`config.mk`:
```
export PLATFORM = sky130hd
export DESIGN_NAME = manual_mem_loader
export DESIGN_NICKNAME = d
export VERILOG_FILES = /design/src/rtl/manual_mem_loader.sv
export SDC_FILE = /design/constraint.sdc
export NUM_CORES = 1
export LEC_CHECK = 0
export ABC_CLOCK_PERIOD_IN_PS = 4700
export BUFFER_PORTS_ARGS = -buffer_cell sky130_fd_sc_hd__buf_2
export CAP_MARGIN = 20
export CORE_ASPECT_RATIO = 1.25
export CORE_MARGIN = 4
export CORE_UTILIZATION = 51
export DETAILED_ROUTE_END_ITERATION = 10
export GPL_TIMING_DRIVEN = 1
export HOLD_SLACK_MARGIN = 0.12
export PLACE_DENSITY_LB_ADDON = 0.25
export SYNTH_ARGS = -nofsm -noshare
export SYNTH_HDL_FRONTEND = slang
export SYNTH_SLANG_ARGS = --single-unit
```
`constraint.sdc`:
```
create_clock -name clk -period 4.7 [get_ports clk]
set_clock_uncertainty 0.15 [all_clocks]
set_input_delay 0.47 -clock clk [delete_from_list [all_inputs] [get_ports clk]]
set_output_delay 0.47 -clock clk [all_outputs]
set_load 0.02 [all_outputs]
```
`src/rtl/manual_mem_loader.sv`:
```
// Front-panel data loader: debounced button, four-nibble word assembly,
// and auto-incrementing writes into data memory.
module manual_mem_loader #(
    parameter int unsigned DEBOUNCE_CYCLES = 5000,
    parameter int unsigned ADDR_W          = 8,
    parameter int unsigned DATA_W          = 16
) (
    input  logic              clk,
    input  logic              reset,
    input  logic              load_en,
    input  logic              button,
    input  logic [3:0]        nibble,
    output logic              d_we,
    output logic [ADDR_W-1:0] d_addr,
    output logic [DATA_W-1:0] d_dataout,
    output logic [DATA_W-1:0] entry,
    output logic [1:0]        nib_cnt,
    output logic              active
);

    localparam int unsigned CNT_W = $clog2(DEBOUNCE_CYCLES) + 1;
    localparam logic [CNT_W-1:0] CNT_LAST = CNT_W'(DEBOUNCE_CYCLES - 1);

    typedef enum logic [1:0] {IDLE, COLLECT, WRITE, ADVANCE} state_t;

    state_t            state, next_state;
    logic              sync1, sync2, stable, press;
    logic [CNT_W-1:0]  db_cnt;
    logic [ADDR_W-1:0] addr_ptr, addr_n;
    logic [DATA_W-1:0] entry_n, dout_n;
    logic [1:0]        nib_cnt_n;

    // Level is accepted only after DEBOUNCE_CYCLES consecutive mismatching cycles
    always_ff @(posedge clk or negedge reset) begin
        if (!reset) begin
            sync1  <= 1'b0;
            sync2  <= 1'b0;
            stable <= 1'b0;
            db_cnt <= '0;
            press  <= 1'b0;
        end else begin
            sync1 <= button;
            sync2 <= sync1;
            press <= 1'b0;
            if (sync2 == stable) begin
                db_cnt <= '0;
            end else if (db_cnt == CNT_LAST) begin
                stable <= sync2;
                db_cnt <= '0;
                press  <= sync2;
            end else begin
                db_cnt <= db_cnt + CNT_W'(1);
            end
        end
    end

    always_comb begin
        next_state = state;
        entry_n    = entry;
        nib_cnt_n  = nib_cnt;
        dout_n     = d_dataout;
        addr_n     = addr_ptr;
        case (state)
            IDLE: begin
                entry_n   = '0;
                nib_cnt_n = '0;
                if (load_en) next_state = COLLECT;
            end
            COLLECT: begin
                if (!load_en) begin
                    next_state = IDLE;
                    entry_n    = '0;
                    nib_cnt_n  = '0;
                end else if (press) begin
                    if (nib_cnt != 2'd3) begin
                        entry_n   = {entry[DATA_W-5:0], nibble};
                        nib_cnt_n = nib_cnt + 2'd1;
                    end else begin
                        dout_n     = {entry[DATA_W-5:0], nibble};
                        next_state = WRITE;
                    end
                end
            end
            WRITE: next_state = ADVANCE;
            ADVANCE: begin
                addr_n     = addr_ptr + ADDR_W'(1);
                entry_n    = '0;
                nib_cnt_n  = '0;
                next_state = load_en ? COLLECT : IDLE;
            end
            default: next_state = IDLE;
        endcase
    end

    always_ff @(posedge clk or negedge reset) begin
        if (!reset) begin
            state     <= IDLE;
            entry     <= '0;
            nib_cnt   <= '0;
            d_dataout <= '0;
            addr_ptr  <= '0;
            d_we      <= 1'b0;
        end else begin
            state     <= next_state;
            entry     <= entry_n;
            nib_cnt   <= nib_cnt_n;
            d_dataout <= dout_n;
            addr_ptr  <= addr_n;
            d_we      <= (next_state == WRITE);
        end
    end

    // Write address only moves in ADVANCE, so it is stable through WRITE
    assign d_addr = addr_ptr;
    assign active = (state != IDLE);

endmodule

```
==> impl_results.md, run 1 <==
* Routed vias at 1769
* DR iter-0 viols at 84
* Post-CTS resize count at 0
* Area Overhead vs Synth at 19.01%
* VDD IR max at 0.2440 mV
* Syn Std Cell Area at 2685 um2
* RSZ-0062 raised after global routing: no
* GPL Wtd Cong at 0.7064
* Skew-Pair Late Insertion Delay at 0.33 ns
* Chip Width at 72.90 um
* P_leak at 1.648 nW
* Run status: finished clean
* Worst path required time at 4.76 ns
* Total GRT Usage at 0.1687
* CTS Root Buffer Type: clkbuf_8
* Worst relative slew slack at 0.3580
* CP Capture Type: flip-flop
* Hold Vio Cnt, Final at 0
* FP Rows at 29
* Setup Crit Path Kind: reg -> reg
* Count of final max-slew check failures at 0
* Fin area at 3196 um2
* First-pass GRT wire length at 8.266 mm
* Slew @ Worst Pin at 0.9602 ns
* Clock transition at path regs at 0.07 ns
* DPL Wire Length at 3.246 mm
* Cts hold-fix bufs at 1
* Final WL at 4.760 mm
* Final period utilization at 0.5113
* TritonRoute pass-1 iters at 4
* Fmax at 416.1 MHz
* Setup TNS Final at 0 ns
* Syn avg cell area at 13.03 um2
* Initial Util at 0.5286
* Combinational family with the most area after synthesis: simple AND/OR/NAND/NOR gates
* Number of global-route vias before repair at 1761
* Drt via density at 5.377
* # IOs at 52
* Die Area at 6497 um2
* Port Buffers at 51
* Clock Tree Buf Depth at 2
* CTS buffer count at 9
* Startpoint types: flip-flop
* Worst path arrival time at 2.47 ns
* Synthesized Nets at 223
* DRT antenna net count at 0
* TritonCTS sink count at 63
* Share of layout cells above drive strength 1 at 0.3708
* WHS at 0.1415 ns
* Pwr/cell area at 405.3 nW/um2
* CTS tree: yes
* Post-synthesis xor/xnor area fraction at 0.06524
* Ant diodes at 0
* Area after DPL at 2974 um2
* Synth Warn # at 0
* Tmin final at 2.403 ns
* Register area share after synthesis at 0.5871
* Synth Area in Compound Gates at 0.07036
* Post-synth cell types at 33
* Largest net degree at the start of global routing at 64
* Drt drc at 0
* Initial antenna violation count at 0
* Yosys reg bits at 63
* Synth Area in Simple Gates at 0.1295
* Core Region at 5080 um2
* CP Max Fanout at 17
* Max-Cap Viols at 0
* Wire per inst at 14.47 um
* Synth Area in Adders at 0.04194
* Finish-stage setup viols at 0
* Worst Hold Class: in -> async
* Gr ovfl total at 0
* H-Tree Depth at 3
* Postcts setup bufs at 0
* Die Y at 89.13 um
* Mux contribution to synthesized area at 0.07968
* Post-synthesis cell count at 206
* Nets at 280
per-layer routing:
metal / share of wire / wire length, um / track usage
met1: 0.43 / 2065 / 0.2028
met5: 0 / 0 / 0
met4: 0.016 / 74 / 0.07550
met3: 0.059 / 279 / 0.05737
met2: 0.49 / 2342 / 0.2750
worst paths after layout:
| kind | start | to | slack (ns) | cells past startpoint |
|---|---|---|---|---|
| hold / removal | reset | entry[13] | 0.14 | 2 |
| max in group asynchronous | reset | d_we | 3.75 | 2 |
| setup reg to reg | state[1] | d_dataout[8] | 2.30 | 4 |
| hold reg to reg | sync1 | sync2 | 0.20 | 0 |
| setup / recovery | state[1] | d_dataout[8] | 2.30 | 4 |
| min in group clk | sync1 | sync2 | 0.20 | 0 |
power breakdown:
| part | switching [mW] | total (mW) | internal [mW] |
|---|---|---|---|
| Sequential | 0.0366 | 0.609 | 0.572 |
| Clock | 0.192 | 0.500 | 0.308 |
| Combinational | 0.124 | 0.186 | 0.0624 |
sequential cells by signal, summed over array words and instances (netlist names), 2 cells and up:
signal,count
d_dataout,16
state,2
d_addr,8
entry,16
db_cnt,14
nib_cnt,2
critical path, stage by stage, from the launching register on:
cell	delay (ns)
dfrtp_1	0.44
inv_1	0.13
ha_1	0.22
nand4_1	0.77
mux2_2	0.58
layout make-up:
type | instances | area, um2
multi-input combinational | 131 | 1039
clock buffer | 11 | 141.4
timing repair buffer | 53 | 272.8
sequential | 63 | 1577
clock inverter | 4 | 70.07
tap | 62 | 77.57
fill | 432 | 1884
inverter | 5 | 18.77
logic make-up (layout without fill, tap and decap cells):
family                   after synthesis  after routing
buffers and inverters                 12             73
multiplexers                          19             19
AND/OR/NAND/NOR                       60             60
adder cells (fa/ha/maj)                9              9
AO/OA/AOI/OAI                         23             23
XOR/XNOR                              20             20
flip-flops                            63             63
synth_stat cells (all sizes together):
cell type	number	share of area
a31oi	1	0.0023
nor3	4	0.0075
a211oi	1	0.0028
inv	5	0.0070
xor2	7	0.023
a21oi	1	0.0019
xnor2	13	0.042
buf	3	0.014
ha	9	0.042
or2	1	0.0023
clkbuf	4	0.0056
nand2b	2	0.0047
nor3b	2	0.0056
dfrtp	63	0.59
nor4	3	0.0093
nand4	7	0.016
mux2	19	0.080
o21ai	1	0.0019
nor2	17	0.034
a31o	1	0.0033
a21o	1	0.0028
nand2	9	0.013
nor2b	2	0.0047
or4	1	0.0042
nand4bb	1	0.0042
and4	2	0.0065
and3	2	0.0047
a22o	17	0.055
nand3	7	0.013
layout by cell type, fill, tap and decap left out:
cell and n:
clkbuf_1 1, nand3_1 7, nor3b_1 2, nor2b_1 2, ha_1 9, xnor2_1 13, a211oi_1 1, inv_1 5
a21oi_1 1, clkinv_2 2, dlygate4sd3_1 1, nor3_1 4, or2_1 1, nor4_1 2, o21ai_0 1, bufinv_16 2
buf_4 1, nor2_1 6, nand2_1 9, and3_1 2, a31oi_1 1, and4_1 2, dfrtp_1 63, clkbuf_8 10
nand2b_1 2, mux2_2 19, buf_2 51, nand4_1 7, nor4_2 1, nor2_2 11, or4_4 1, a31o_2 1
nand4bb_1 1, xor2_1 7, a22o_1 17, a21o_1 1
stage by stage:
| stage | worst slack (ns) | util | power (mW) | std cells |
|---|---|---|---|---|
| finish | 2.297 | 0.6291 | 1.295 | 329 |
| global route | 2.088 | 0.6291 | 1.365 | 329 |
| CTS | 2.287 | 0.6291 | 1.313 | 329 |
| detailed placement | 2.310 | 0.5855 | 0.8074 | 313 |
| global placement | 2.366 | 0.5855 | 0.8019 | 313 |
| floorplan | 2.625 | - | 0.7381 | 206 |
No activity file was read; power rests on OpenSTA's default activity.
==> run 2: changes to the inputs <==
--- a/config.mk
+++ b/config.mk
@@ -5,7 +5,8 @@
 export SDC_FILE = /design/constraint.sdc
 export NUM_CORES = 1
 export LEC_CHECK = 0
-export ABC_CLOCK_PERIOD_IN_PS = 4700
+export ABC_AREA = 1
+export ABC_CLOCK_PERIOD_IN_PS = 2300
 export BUFFER_PORTS_ARGS = -buffer_cell sky130_fd_sc_hd__buf_2
 export CAP_MARGIN = 20
 export CORE_ASPECT_RATIO = 1.25
==> constraint.sdc (replaced) <==
create_clock -name clk -period 2.3 [get_ports clk]
set_clock_uncertainty 0.15 [all_clocks]
set_input_delay 0.23 -clock clk [delete_from_list [all_inputs] [get_ports clk]]
set_output_delay 0.23 -clock clk [all_outputs]
set_load 0.02 [all_outputs]
==> run 2 against run 1 <==
  * Non-clock buffer count is 9 higher
  * Clock power increased by 110%
  * Worst setup slack got worse by 1.8 ns
  * Synthesized cell count grew 48%
  * Combinational power rose to 2.7 times the previous value
  * Sequential share of layout area decreased by 3.9 points
  * Critical path type unchanged
  * Largest cell class unchanged
  * Highest routed layer unchanged
==> impl_results.md, run 2 <==
* Count of final max-slew check failures at 0
* CTS buffer count at 9
* Port Buffers at 51
* Biggest regs: d_dataout (16), entry (16), db_cnt (14)
* Routed vias at 2168
* RSZ-0062 raised after global routing: no
* Final WL at 5.664 mm
* Clock Tree Buf Depth at 2
* VDD IR max at 0.4811 mV
* Worst path required time at 2.41 ns
* Largest net degree at the start of global routing at 29
* Most common cell after layout, fill and taps aside: nand2_1
* Run status: finished clean
* Core Region at 5443 um2
* Nets at 389
* Chip Width at 75.07 um
* Setup TNS Final at 0 ns
* Slew @ Worst Pin at 0.6788 ns
* Most frequent cells in the layout: nand2_1 (64), dfrtp_1 (63), buf_2 (51)
* Gr ovfl total at 0
* GPL Wtd Cong at 0.8638
* Register area share after synthesis at 0.5497
* TritonRoute pass-1 iters at 4
* Wire per inst at 12.87 um
* Post-synthesis cell count at 304
* Count leader, synth: nand2_1
* Area Overhead vs Synth at 20.94%
* Finish-stage setup viols at 0
* Final setup margin at 0.4713 ns
* First-pass GRT wire length at 9.722 mm
* Die Y at 91.84 um
* Synthesized Nets at 321
* Worst Hold Class: reg -> reg
* List of most frequent post-synthesis cells: nand2_1 (64), dfrtp_1 (63), inv_1 (41), nor2_1 (35), a21oi_1 (16)
* Clock transition at path regs at 0.07 ns
* Main area contributors after synthesis: dfrtp_1 (55%), nand2_1 (8.4%), inv_1 (5.4%)
* Synth Warn # at 0
* DRT antenna net count at 0
* Number of global-route vias before repair at 2236
* CP Capture Type: flip-flop
* Yosys reg bits at 63
* Startpoint types: flip-flop
* Initial Util at 0.5269
* DPL Wire Length at 3.997 mm
* P_leak at 1.857 nW
* Skew-Pair Late Insertion Delay at 0.33 ns
* Drt via density at 4.927
* Share of layout cells above drive strength 1 at 0.2686
* Max-Cap Viols at 0
* WHS at 0.2021 ns
* Total GRT Usage at 0.1855
* Post-synth EDFFs at 0
* Pwr/cell area at 796.5 nW/um2
* Setup Crit Path Kind: reg -> reg
* Async set-reset flop share out of synthesis at 1.000
* Worst path arrival time at 1.94 ns
* Syn Std Cell Area at 2868 um2
* DR iter-0 viols at 109
* Fmax at 546.8 MHz
* Initial antenna violation count at 0
* FP Rows at 30
* Worst relative slew slack at 0.5475
* Biggest area consumer among synthesized cells: dfrtp_1
* Die Area at 6894 um2
* Post-synth cell types at 25
* Top-area cell type share of the netlist area at 0.5497
* Hold Vio Cnt, Final at 0
* Post-CTS resize count at 0
* Drt drc at 0
* Final period utilization at 0.7951
* TritonCTS sink count at 63
* Tmin final at 1.829 ns
* CP Max Fanout at 12
* CTS Root Buffer Type: clkbuf_8
* CTS tree: yes
* Post-Place Worst Slack at 0.4782 ns
* H-Tree Depth at 3
* Syn avg cell area at 9.433 um2
* # IOs at 52
* Ant diodes at 0
* Post-synth top flop: dfrtp_1
-- run 2: cell types whose count changed after synthesis, sizes merged, moves of 3 or more --
cell,delta
a21oi,+15
a22o,-17
clkbuf,-4
inv,+38
mux2,-15
nand2,+64
nand3,+4
nor2,+24
nor4,-3
o21ai,+17
xnor2,-10
-- run 2: final timing paths --
| kind | from | endpoint | slack (ns) | cells past startpoint |
|---|---|---|---|---|
| min in group asynchronous | reset | entry[0] | 0.32 | 2 |
| worst max-delay path | state[1] | d_dataout[5] | 0.47 | 7 |
| max in group asynchronous | reset | entry[6] | 1.07 | 3 |
| worst max register to register | state[1] | d_dataout[5] | 0.47 | 7 |
| worst min register to register | sync1 | sync2 | 0.20 | 0 |
| worst min-delay path | sync1 | sync2 | 0.20 | 0 |
-- run 2: power breakdown --
part | switching (mW) | total, mW | internal (mW)
clock network | 0.401 | 1.03 | 0.630
logic | 0.343 | 0.496 | 0.153
registers | 0.0629 | 1.23 | 1.17
total | 0.807 | 2.76 | 1.96
-- run 2: metrics by stage --
step	cell area [um2]	utilization	total power, mW	std cells
2_1_floorplan	2868	-	1.615	304
3_3_place_gp	3187	0.5855	1.743	418
4_1_cts	3468	0.6372	2.800	440
3_5_place_dp	3187	0.5855	1.750	418
5_1_grt	3468	0.6372	2.915	440
6_report	3468	0.6372	2.762	440
-- run 2: layout make-up --
type	instances	area (um2)
Multi-Input combinational cell	193	1071
Sequential cell	63	1577
Timing Repair Buffer	62	367.9
Inverter	43	161.4
Tap cell	64	80.08
Fill cell	456	1974
Clock buffer	11	141.4
Clock inverter	4	70.07
-- run 2: metal layers --
| metal | routed length, um | vias up | share of wire | global-route usage |
|---|---|---|---|---|
| met1 | 2444 | 1027 | 0.43 | 0.2165 |
| met3 | 268 | 7 | 0.047 | 0.05702 |
| met4 | 82 | 0 | 0.014 | 0.08160 |
| li1 | - | 1082 | - | - |
| met5 | 0 | - | 0 | 0 |
| met2 | 2869 | 52 | 0.51 | 0.3060 |
-- run 2: cell families (layout without fill, tap and decap cells) --
group,after synthesis,after routing,share of synthesized area
AO/OA/AOI/OAI,34,34,0.07373
XOR/XNOR,11,11,0.03360
adder cells (fa/ha/maj),9,9,0.03927
buffers and inverters,48,120,0.07679
flip-flops,63,63,0.5497
multiplexers,4,4,0.01571
AND/OR/NAND/NOR,135,135,0.2112
-- run 2: critical path, cell delays in order (launching register included) --
cell	delay, ns
dfrtp_1	0.41
inv_1	0.12
ha_1	0.19
nand2_2	0.07
nor2_2	0.36
buf_4	0.27
nor2_1	0.05
a21oi_1	0.12
-- run 2: timing repair --
item,in CTS,in global routing
hold buffers,7,0
endpoints found under the hold margin,36,0
buffers inserted,0,0
